[src/rtl/bcd_pkg.sv]
// bcd_pkg: shared BCD digit type, bounds and validity check
package bcd_pkg;
  localparam logic [3:0] BCD_MAX = 4'd9;
  localparam logic [3:0] BCD_MIN = 4'd0;
  typedef logic [3:0] bcd_digit_t;
  function automatic logic is_bcd(bcd_digit_t d);
    return d <= BCD_MAX;
  endfunction
endpackage

[src/rtl/bcd_digit.sv]
// bcd_digit: one BCD digit register with ripple carry/borrow
module bcd_digit
  import bcd_pkg::*;
(
  input  logic       clk,
  input  logic       reset,
  input  logic       clr,
  input  logic       ld,
  input  logic [3:0] ld_val,
  input  logic       up,
  input  logic       dn,
  input  logic       cin,
  input  logic       bin,
  output logic [3:0] q,
  output logic       cout,
  output logic       bout
);
  bcd_digit_t r_q;
  assign q    = r_q;
  assign cout = cin & (r_q == BCD_MAX);
  assign bout = bin & (r_q == BCD_MIN);
  always_ff @(posedge clk or posedge reset)
    if (reset) r_q <= BCD_MIN;
    else if (clr) r_q <= BCD_MIN;
    else if (ld) r_q <= ld_val;
    else if (up && cin) r_q <= cout ? BCD_MIN : r_q + 4'd1;
    else if (dn && bin) r_q <= bout ? BCD_MAX : r_q - 4'd1;
endmodule

[src/rtl/bcd_counter.sv]
// bcd_counter: N-digit BCD up/down counter with load, clear, wrap/saturate and flags
module bcd_counter
  import bcd_pkg::*;
#(
  parameter int N_DIGITS = 3,
  parameter bit WRAP     = 1'b1
) (
  input  logic                  clk,
  input  logic                  reset,
  input  logic                  clr,
  input  logic                  load,
  input  logic [4*N_DIGITS-1:0] din,
  input  logic                  inc,
  input  logic                  dec,
  output logic [4*N_DIGITS-1:0] bcd,
  output logic                  max_tick,
  output logic                  min_tick,
  output logic                  ovf,
  output logic                  err
);
  logic [N_DIGITS:0]   w_carry;
  logic [N_DIGITS:0]   w_borrow;
  logic [N_DIGITS-1:0] w_valid;
  logic                w_up, w_dn, w_ld, w_hit_hi, w_hit_lo;
  logic                r_ovf, r_err;
  assign w_carry[0]  = 1'b1;
  assign w_borrow[0] = 1'b1;
  assign w_up        = inc & ~dec & ~clr & ~load;
  assign w_dn        = dec & ~inc & ~clr & ~load;
  assign w_ld        = load & ~clr & (&w_valid);
  // the final carry/borrow out flags a bound crossing; saturation just gates it
  assign w_hit_hi    = w_up & w_carry[N_DIGITS];
  assign w_hit_lo    = w_dn & w_borrow[N_DIGITS];
  genvar k;
  generate
    for (k = 0; k < N_DIGITS; k++) begin : g_dig
      assign w_valid[k] = is_bcd(din[4*k +: 4]);
      bcd_digit u_dig (
        .clk    (clk),
        .reset  (reset),
        .clr    (clr),
        .ld     (w_ld),
        .ld_val (din[4*k +: 4]),
        .up     (w_up & (WRAP | ~w_carry[N_DIGITS])),
        .dn     (w_dn & (WRAP | ~w_borrow[N_DIGITS])),
        .cin    (w_carry[k]),
        .bin    (w_borrow[k]),
        .q      (bcd[4*k +: 4]),
        .cout   (w_carry[k+1]),
        .bout   (w_borrow[k+1])
      );
    end
  endgenerate
  always_ff @(posedge clk or posedge reset)
    if (reset) begin
      r_ovf <= 1'b0;
      r_err <= 1'b0;
    end else begin
      r_ovf <= w_hit_hi | w_hit_lo;
      r_err <= clr ? 1'b0 : (load & ~(&w_valid)) ? 1'b1 : r_err;
    end
  assign ovf      = r_ovf;
  assign err      = r_err;
  assign max_tick = bcd == {N_DIGITS{BCD_MAX}};
  assign min_tick = bcd == {N_DIGITS{BCD_MIN}};
endmodule

[config.mk]
export PLATFORM = sky130hd
export DESIGN_NAME = bcd_counter
export DESIGN_NICKNAME = d
export VERILOG_FILES = /design/src/rtl/bcd_pkg.sv /design/src/rtl/bcd_digit.sv /design/src/rtl/bcd_counter.sv
export SDC_FILE = /design/constraint.sdc
export NUM_CORES = 1
export LEC_CHECK = 0
export CAP_MARGIN = 10
export CORE_MARGIN = 5
export CORE_UTILIZATION = 35
export DETAILED_ROUTE_END_ITERATION = 8
export GPL_ROUTABILITY_DRIVEN = 0
export PLACE_DENSITY = 0.65
export SLEW_MARGIN = 10
export SYNTH_ARGS = -nofsm -noshare
export SYNTH_HDL_FRONTEND = slang
export SYNTH_SLANG_ARGS = --single-unit
[constraint.sdc]
create_clock -name clk -period 1.9 [get_ports clk]
set_input_delay 0.38 -clock clk [delete_from_list [all_inputs] [get_ports clk]]
set_output_delay 0.38 -clock clk [all_outputs]
set_load 0.03 [all_outputs]
=== Yosys cells after proc, flatten, opt, wreduce, memory -nomap -nowiden ===
Index checks and enable logic that the tools add are counted.

* Bitwise gates (word level): 21
* $add $sub $neg: 6
* Order comparisons: 3
* Equality and inequality tests: 4
* Reductions and logical operators: 13
* Mux-type cells: 20

{| class="wikitable"
|+ Operator list
! cell !! number
|-
| 2-to-1 mux 4 bit || 18
|-
| AND 1 bit || 15
|-
| adder 4 x 1 -> 4 bit, second input constant || 3
|-
| equality test 12 bit, second input constant || 1
|-
| equality test 4 bit, second input constant || 3
|-
| <= comparator 4 bit, second input constant || 3
|-
| zero test 12 bit || 1
|-
| zero test 4 bit || 3
|-
| nonzero test 4 bit || 3
|-
| subtractor 4 x 1 -> 4 bit, second input constant || 3
|-
| inverter 1 bit || 5
|-
| logical AND 1 bit || 4
|-
| AND reduction 3 bit || 1
|-
| 2-to-1 mux 1 bit || 2
|-
| nonzero test 2 bit || 1
|-
| bitwise OR 1 bit || 1
|}

* Bits in registers: 14
* Logic and storage cells: 72
* Input bits: 18
* Output and inout bits: 16

=== Depth between registers and ports, before layout ===
Gate-level depths: netlist (run 1).

* Depth after elaboration: 9
* Mapped depth: 8

=== Modules after synthesis ===
Synthesis (run 1) repeated with hierarchy kept, for this count alone.

* Cells, all modules: 185
* Area, all modules: 1,587.8 um^2

{| class="wikitable"
|+ By module, submodules not included
! module !! instances !! cells each !! area each (um^2)
|-
| bcd_digit (g_dig[1].u_dig ...) || 2 || 54 || 461.7
|-
| bcd_digit (g_dig[0].u_dig) || 1 || 54 || 467.9
|-
| bcd_counter || 1 || 23 || 196.4
|}

=== Worst setup path after synthesis (run 1) ===
Ideal clock, no wire load.

* Path type: flip-flop to flip-flop
* From: register g_dig[0].u_dig.r_q[0]
* To: register g_dig[2].u_dig.r_q[1]
* Stages on the path, launching flop included: 9
* Buffers on the path: 0
* Data arrival time: 2.068 ns
* Setup slack: -0.296 ns
* Clock period less this slack: 2.196 ns
* Path through: dfrtp_1 -> inv_1 -> ha_1 -> nor3b_1 -> nand4_1 -> inv_1 -> nor3_1 -> a311oi_1 -> o31ai_1

* Cells in the longest elaborated chain, start to end: 8
* Elaborated cells on any way between the ends: 15
* Those cells by class: 1 x eq/ne; 6 x mux; 4 x bitwise; 4 x reduce/logical

{| class="wikitable"
|+ RTL lines
! item !! line !! text
|-
| start, declared || bcd_digit.sv:18 || <nowiki>bcd_digit_t r_q;</nowiki>
|-
| start signal, assigned || bcd_digit.sv:25 || <nowiki>else if (ld) r_q <= ld_val;</nowiki>
|-
| start signal, assigned || bcd_digit.sv:26 || <nowiki>else if (up && cin) r_q <= cout ? BCD_MIN : r_q + 4'd1;</nowiki>
|-
| start signal, assigned || bcd_digit.sv:27 || <nowiki>else if (dn && bin) r_q <= bout ? BCD_MAX : r_q - 4'd1;</nowiki>
|-
| zero test 4 bit || bcd_digit.sv:21 || <nowiki>assign bout = bin & (r_q == BCD_MIN);</nowiki>
|-
| AND 1 bit (2 in series) || bcd_digit.sv:21 ||
|-
| 2-to-1 mux 4 bit (2 in series) || bcd_digit.sv:27 ||
|-
| 2-to-1 mux 4 bit || bcd_digit.sv:26 ||
|-
| 2-to-1 mux 4 bit || bcd_digit.sv:25 ||
|-
| 2-to-1 mux 4 bit || bcd_digit.sv:24 || <nowiki>else if (clr) r_q <= BCD_MIN;</nowiki>
|-
| end signal, assigned || bcd_digit.sv:25 ||
|-
| end signal, assigned || bcd_digit.sv:26 ||
|-
| end signal, assigned || bcd_digit.sv:27 ||
|-
| end, declared || bcd_digit.sv:18 ||
|}

Parallel ways exist; a longest one is shown, timed or not. The select of a mux whose other input is x is not followed.
A chain may end at the register's enable or synchronous reset.

=== Worst setup path in the final report (run 1) ===
* From: register g_dig[0].u_dig.r_q[1]
* To: register g_dig[2].u_dig.r_q[2]

Same word-level chain as after synthesis.

==> impl.org, run 1 <==
** Die
- Die area :: 5183 sq um
- Pin placement for this block handled 34 I/O pins.
- Effective utilization at floorplan :: 0.3647
- The die is 71.99 um wide.
- The floorplan has 22 rows.
- In this run the standard cell core region covers 3689 sq um.
- Vertical die dimension :: 71.99 um

** Pwr
- The share of total power dissipated in sequential elements is 0.228.
- Power, Total :: 2.013 mW
- Of the total power, the share spent switching nets is 0.4195.
- Pwr per Cell Area :: 840.9 nW/um^2
- Internal power summed over all cells :: 1.168 mW
- The worst-case IR drop observed on VDD is 0.4708 mV.
- Switching power summed over all nets :: 844.3 uW
- Of the total power, combinational logic draws 0.621.
- The share of total power dissipated in the clock network is 0.151.
- Summed over all cells, the static leakage comes to 1.096 nW.

** Synthesis
- Number of enable-type register cells in the synthesized netlist :: 0
- Of the total synthesized cell area, the portion taken by AND, OR, NAND and NOR gates is 0.2521.
- Synth Instances :: 163
- Counting flops and latches in the post-synthesis netlist gives 14.
- The share of synthesized area in the top cell type comes to 0.2605.
- Mean post-synth cell area :: 8.252 sq um
- The cell area that synthesis handed to floorplanning was 1345 sq um.
- For this run, the leading register cell type out of synthesis is sky130_fd_sc_hd__dfrtp_1.
- Synthesis produced a netlist with a net count of 193.
- Count of unique library cells instantiated by Yosys :: 49
- Of all cell types, the one taking the most synthesized area is sky130_fd_sc_hd__dfrtp_1.
- The Yosys step of the flow raised 0 warnings.
- Of the total synthesized cell area, the portion taken by full adders, half adders and majority gates is 0.1116.
- Leading cell types by total area after synthesis :: sky130_fd_sc_hd__dfrtp_1 26%, sky130_fd_sc_hd__ha_1 11%, sky130_fd_sc_hd__inv_1 4.2%
- Of the total synthesized cell area, the portion taken by XOR and XNOR cells is 0.01953.
- After synthesis, the share of cell area in mux cells is 0.02419.
- In the synthesized netlist the async set-or-reset flop fraction comes to 1.000.
- Sequential area share after synthesis :: 0.2605
- The share of the synthesized area in compound gates (AO/OA/AOI/OAI) is 0.2726.
- Dominant combinational cell family by area after synthesis :: compound AO/OA/AOI/OAI gates

** Layout
- Counting the fill cells in the layout gives 313.
- Summing all non-filler instances in the final layout gives an area of 2394 sq um.
- Measured on the finished design, the core utilization comes to 0.6489.
- Nets :: 287
- Antenna cell count :: 0
- In the final layout, the share of cells above drive strength 1 is 0.4180.
- Relative to the synthesized area, the layout overhead comes to 77.95%.

** Place
- Worst setup timing slack at the placement stage :: -0.5290 ns
- Input and output buffers added on the ports amount to 33.
- In this run the cell area measured after placement is 2117 sq um.
- Once detailed placement completed, the half-perimeter wirelength came to 3623 um.

** Clock network
- CTS saw 14 sinks.
- For the worst-skew pair, the clock arrives at the later sink with an insertion delay of 0.25 ns.
- In this run the deepest clock path goes through 2 buffers.
- TritonCTS built the clock tree.
- Clock-pin slew was measured on the worst setup and hold paths at 0.06 ns.
- Count of hold buffers inserted by post-cts repair :: 0
- H-tree level count :: 1
- The tree is rooted in a sky130_fd_sc_hd__clkbuf_8.
- TritonCTS created 3 clock buffers.

** Route
- Post-DR wirelength/cell :: 16.74 um
- Using the TritonRoute via totals, the vias-per-cell ratio works out to 5.609.
- The detail route stage leaves a number of antenna-violating nets equal to 0.
- The first TritonRoute pass finished after 4 iterations.
- Total via count after detailed routing :: 1705
- DRC errors left :: 0
- Total wire length :: 5088 um
- The first routing iteration left 78 violations.

** Timing
- Smallest setup slack after layout :: -0.04517 ns
- Part of the cycle the worst path needs :: 1.024
- Measured against its own limit, the worst slew margin works out to 0.5983.
- Maximum frequency from static timing analysis :: 514.1 MHz
- For the final database, setup skew stands at 0.0008753 ns.
- Actual transition at the worst max-transition pin :: 0.6019 ns
- Subtracting the final worst setup slack from the clock period gives 1.945 ns.
- The count of pins over their slew limit is 0.
- Setup violations remaining at the end of the flow were counted as 4.
- Setup repair after global routing could not meet its margin everywhere.
- The final count of hold timing violations was 0.

** Setup path
- Worst path cell trace :: inv_4 -> ha_4 -> nand3b_1 -> buf_6 -> nor3_4 -> mux2_4 -> o211ai_1 -> a22o_1
- Kind of start point of the critical path :: flop
- Arrival time of data at the critical path endpoint :: 2.13 ns
- The slowest stage of the critical path is the sky130_fd_sc_hd__dfrtp_2 cell.
- The worst register-to-register path begins at g_dig[0].u_dig.q[1]$_DFFE_PP0P_.
- The worst setup path is captured at a flop.
- Stage delay of the slowest cell on the critical path :: 0.42 ns
- Highest net fanout along the worst path :: 4
- For the worst setup path, the data required time is 2.09 ns.
- In this run the number of cells on the critical path is 8.
- Bufs and invs on worst path :: 2
- Critical path type :: reg -> reg
- FF-to-FF End :: g_dig[2].u_dig.q[2]$_DFFE_PP0P_
- Register-to-register setup slack :: -0.05 ns
- Startpoint of the most critical setup path :: g_dig[0].u_dig.q[1]$_DFFE_PP0P_
- Crit path max-delay family :: flip-flops
- The critical path ends at g_dig[2].u_dig.q[2]$_DFFE_PP0P_.
- Number of cells on the worst reg-to-reg path :: 8

** Global routing
- GRT Overall Usage :: 0.2018
- After global routing the overflow that remains totals 0.
- Maximum number of pins on one net before global-route repair :: 15
- The first global-routing pass estimated 8383 um of wire.
- Vias in the first global route :: 1776
- The number of antenna violations at the first check in global routing came to 0.

** Min path
- In this run the worst hold path is classified as in -> reg.
- Number of stages on the worst hold path :: 3

** Status
- The run finished, with violations left.
- Violated checks :: negative setup slack

** Flow run
- # Max-Cap Violations :: 0
[worst min-delay path by stage]
stage / start / endpoint / slack, ns
after floorplan: reset / err$_DFFE_PP0P_ / 0.27
after global placement: err$_DFFE_PP0P_ / err$_DFFE_PP0P_ / 0.50
after detailed placement: err$_DFFE_PP0P_ / err$_DFFE_PP0P_ / 0.50
after CTS: clr / g_dig[2].u_dig.q[3]$_DFFE_PP0P_ / 0.47
after global routing: clr / g_dig[2].u_dig.q[3]$_DFFE_PP0P_ / 0.49
final: clr / g_dig[2].u_dig.q[3]$_DFFE_PP0P_ / 0.47
[sequential cells by signal, indices dropped and copies added, names as in the netlist]
| name | count |
|---|---|
| err | 1 |
| g_dig.u_dig.q | 12 |
| ovf | 1 |
[cells in the mapped netlist, types with 3 or more instances]
cell type                   n
sky130_fd_sc_hd__a21oi_1    8
sky130_fd_sc_hd__a31oi_1    3
sky130_fd_sc_hd__dfrtp_1   14
sky130_fd_sc_hd__ha_1      12
sky130_fd_sc_hd__inv_1     15
sky130_fd_sc_hd__nand2_1   11
sky130_fd_sc_hd__nand2b_1   4
sky130_fd_sc_hd__nand3_1    8
sky130_fd_sc_hd__nand3b_1   3
sky130_fd_sc_hd__nor2_1    12
sky130_fd_sc_hd__nor3_1     7
sky130_fd_sc_hd__o211ai_1   6
sky130_fd_sc_hd__o21ai_0    6
sky130_fd_sc_hd__o21ai_1    3
sky130_fd_sc_hd__o221ai_1   3
sky130_fd_sc_hd__xnor2_1    3
[stage by stage]
stage               TNS [ns]  hold slack (ns)  std cells
floorplan            -0.1591           0.2689        163
global placement      -5.003           0.4960        288
detailed placement    -5.418           0.4976        288
CTS                 -0.08099           0.4727        303
global route         -0.5608           0.4921        304
finish               -0.1238           0.4747        304
[worst register-to-register path, stage by stage (launching register included)]
cell and delay (ns):
sky130_fd_sc_hd__dfrtp_2 0.42, sky130_fd_sc_hd__inv_4 0.09, sky130_fd_sc_hd__ha_4 0.15, sky130_fd_sc_hd__nand3b_1 0.12, sky130_fd_sc_hd__buf_6 0.17, sky130_fd_sc_hd__nor3_4 0.22, sky130_fd_sc_hd__mux2_4 0.33, sky130_fd_sc_hd__o211ai_1 0.23
sky130_fd_sc_hd__a22o_1 0.17
[routing by layer]
layer  global-route usage  vias to the layer above  part of all wire
li1                     -                      806                 -
met1               0.2485                      813              0.41
met2               0.3571                       67              0.50
met3              0.02493                       19             0.056
met4              0.07724                        0             0.030
met5                    0                        -                 0
[timing repair]
action / 4_1_cts / 5_1_grt
endpoints found under the setup margin: 16 / 13
buffers inserted: 11 / 2
pin swaps: 9 / 12
gates cloned: 0 / 0
resized for setup: 34 / 20
[cell families after synthesis]
logic type	count (synthesis)
buf+inv	19
flops	14
compound gates	51
mux	3
xor+xnor	3
fa+ha+maj	12
simple gates	61
[layout make-up]
cell class | count | area (sq um) | area share
multi-input cells | 130 | 1086 | 0.4537
flip-flops and latches | 14 | 355.3 | 0.1485
repair buffers | 93 | 775.7 | 0.3241
inverters | 15 | 61.31 | 0.02561
well taps | 48 | 60.06 | 0.02509
clock buffers | 4 | 55.05 | 0.02300
[cell usage in the layout, fill, tap and decap left out, drive strengths merged, types with 2 or more instances in the layout]
cell type | netlist | routed
inv | 15 | 15
o31ai | 2 | 2
a22o | 2 | 2
o21ai | 9 | 9
a31oi | 3 | 3
buf | 2 | 65
a311oi | 2 | 2
clkdlybuf4s50 | 0 | 21
or4b | 2 | 2
dlymetal6s2s | 0 | 2
o211a | 2 | 2
nand2 | 11 | 11
nor3b | 2 | 2
nand3 | 8 | 8
nor2 | 12 | 12
nor2b | 2 | 2
a22oi | 3 | 3
nand3b | 3 | 3
nor3 | 8 | 8
xnor2 | 3 | 3
clkbuf | 2 | 4
a221oi | 2 | 2
and3 | 2 | 2
a21oi | 8 | 8
o22ai | 2 | 2
nand4 | 2 | 2
dfrtp | 14 | 14
o211ai | 6 | 6
dlygate4sd2 | 0 | 4
nand2b | 4 | 4
o221ai | 3 | 3
mux2 | 2 | 2
ha | 12 | 12
[power by group through the flow]
stage	Clock, mW	Sequential (mW)	Combinational, mW
final	0.304	0.459	1.25
after global routing	0.316	0.470	1.36
after CTS	0.308	0.442	1.18
after detailed placement	0	0.442	1.10
after global placement	0	0.435	1.07
after floorplan	0	0.578	0.492
Note: power is estimated with default switching activity, not from simulation.
==> inputs of run 2 (changes only) <==
--- a/config.mk
+++ b/config.mk
@@ -5,7 +5,6 @@
 export SDC_FILE = /design/constraint.sdc
 export NUM_CORES = 1
 export LEC_CHECK = 0
-export CAP_MARGIN = 10
 export CORE_MARGIN = 5
 export CORE_UTILIZATION = 35
 export DETAILED_ROUTE_END_ITERATION = 8
==> results of run 2 <==
Final layout, timing and power as in run 1 (identical DEF).
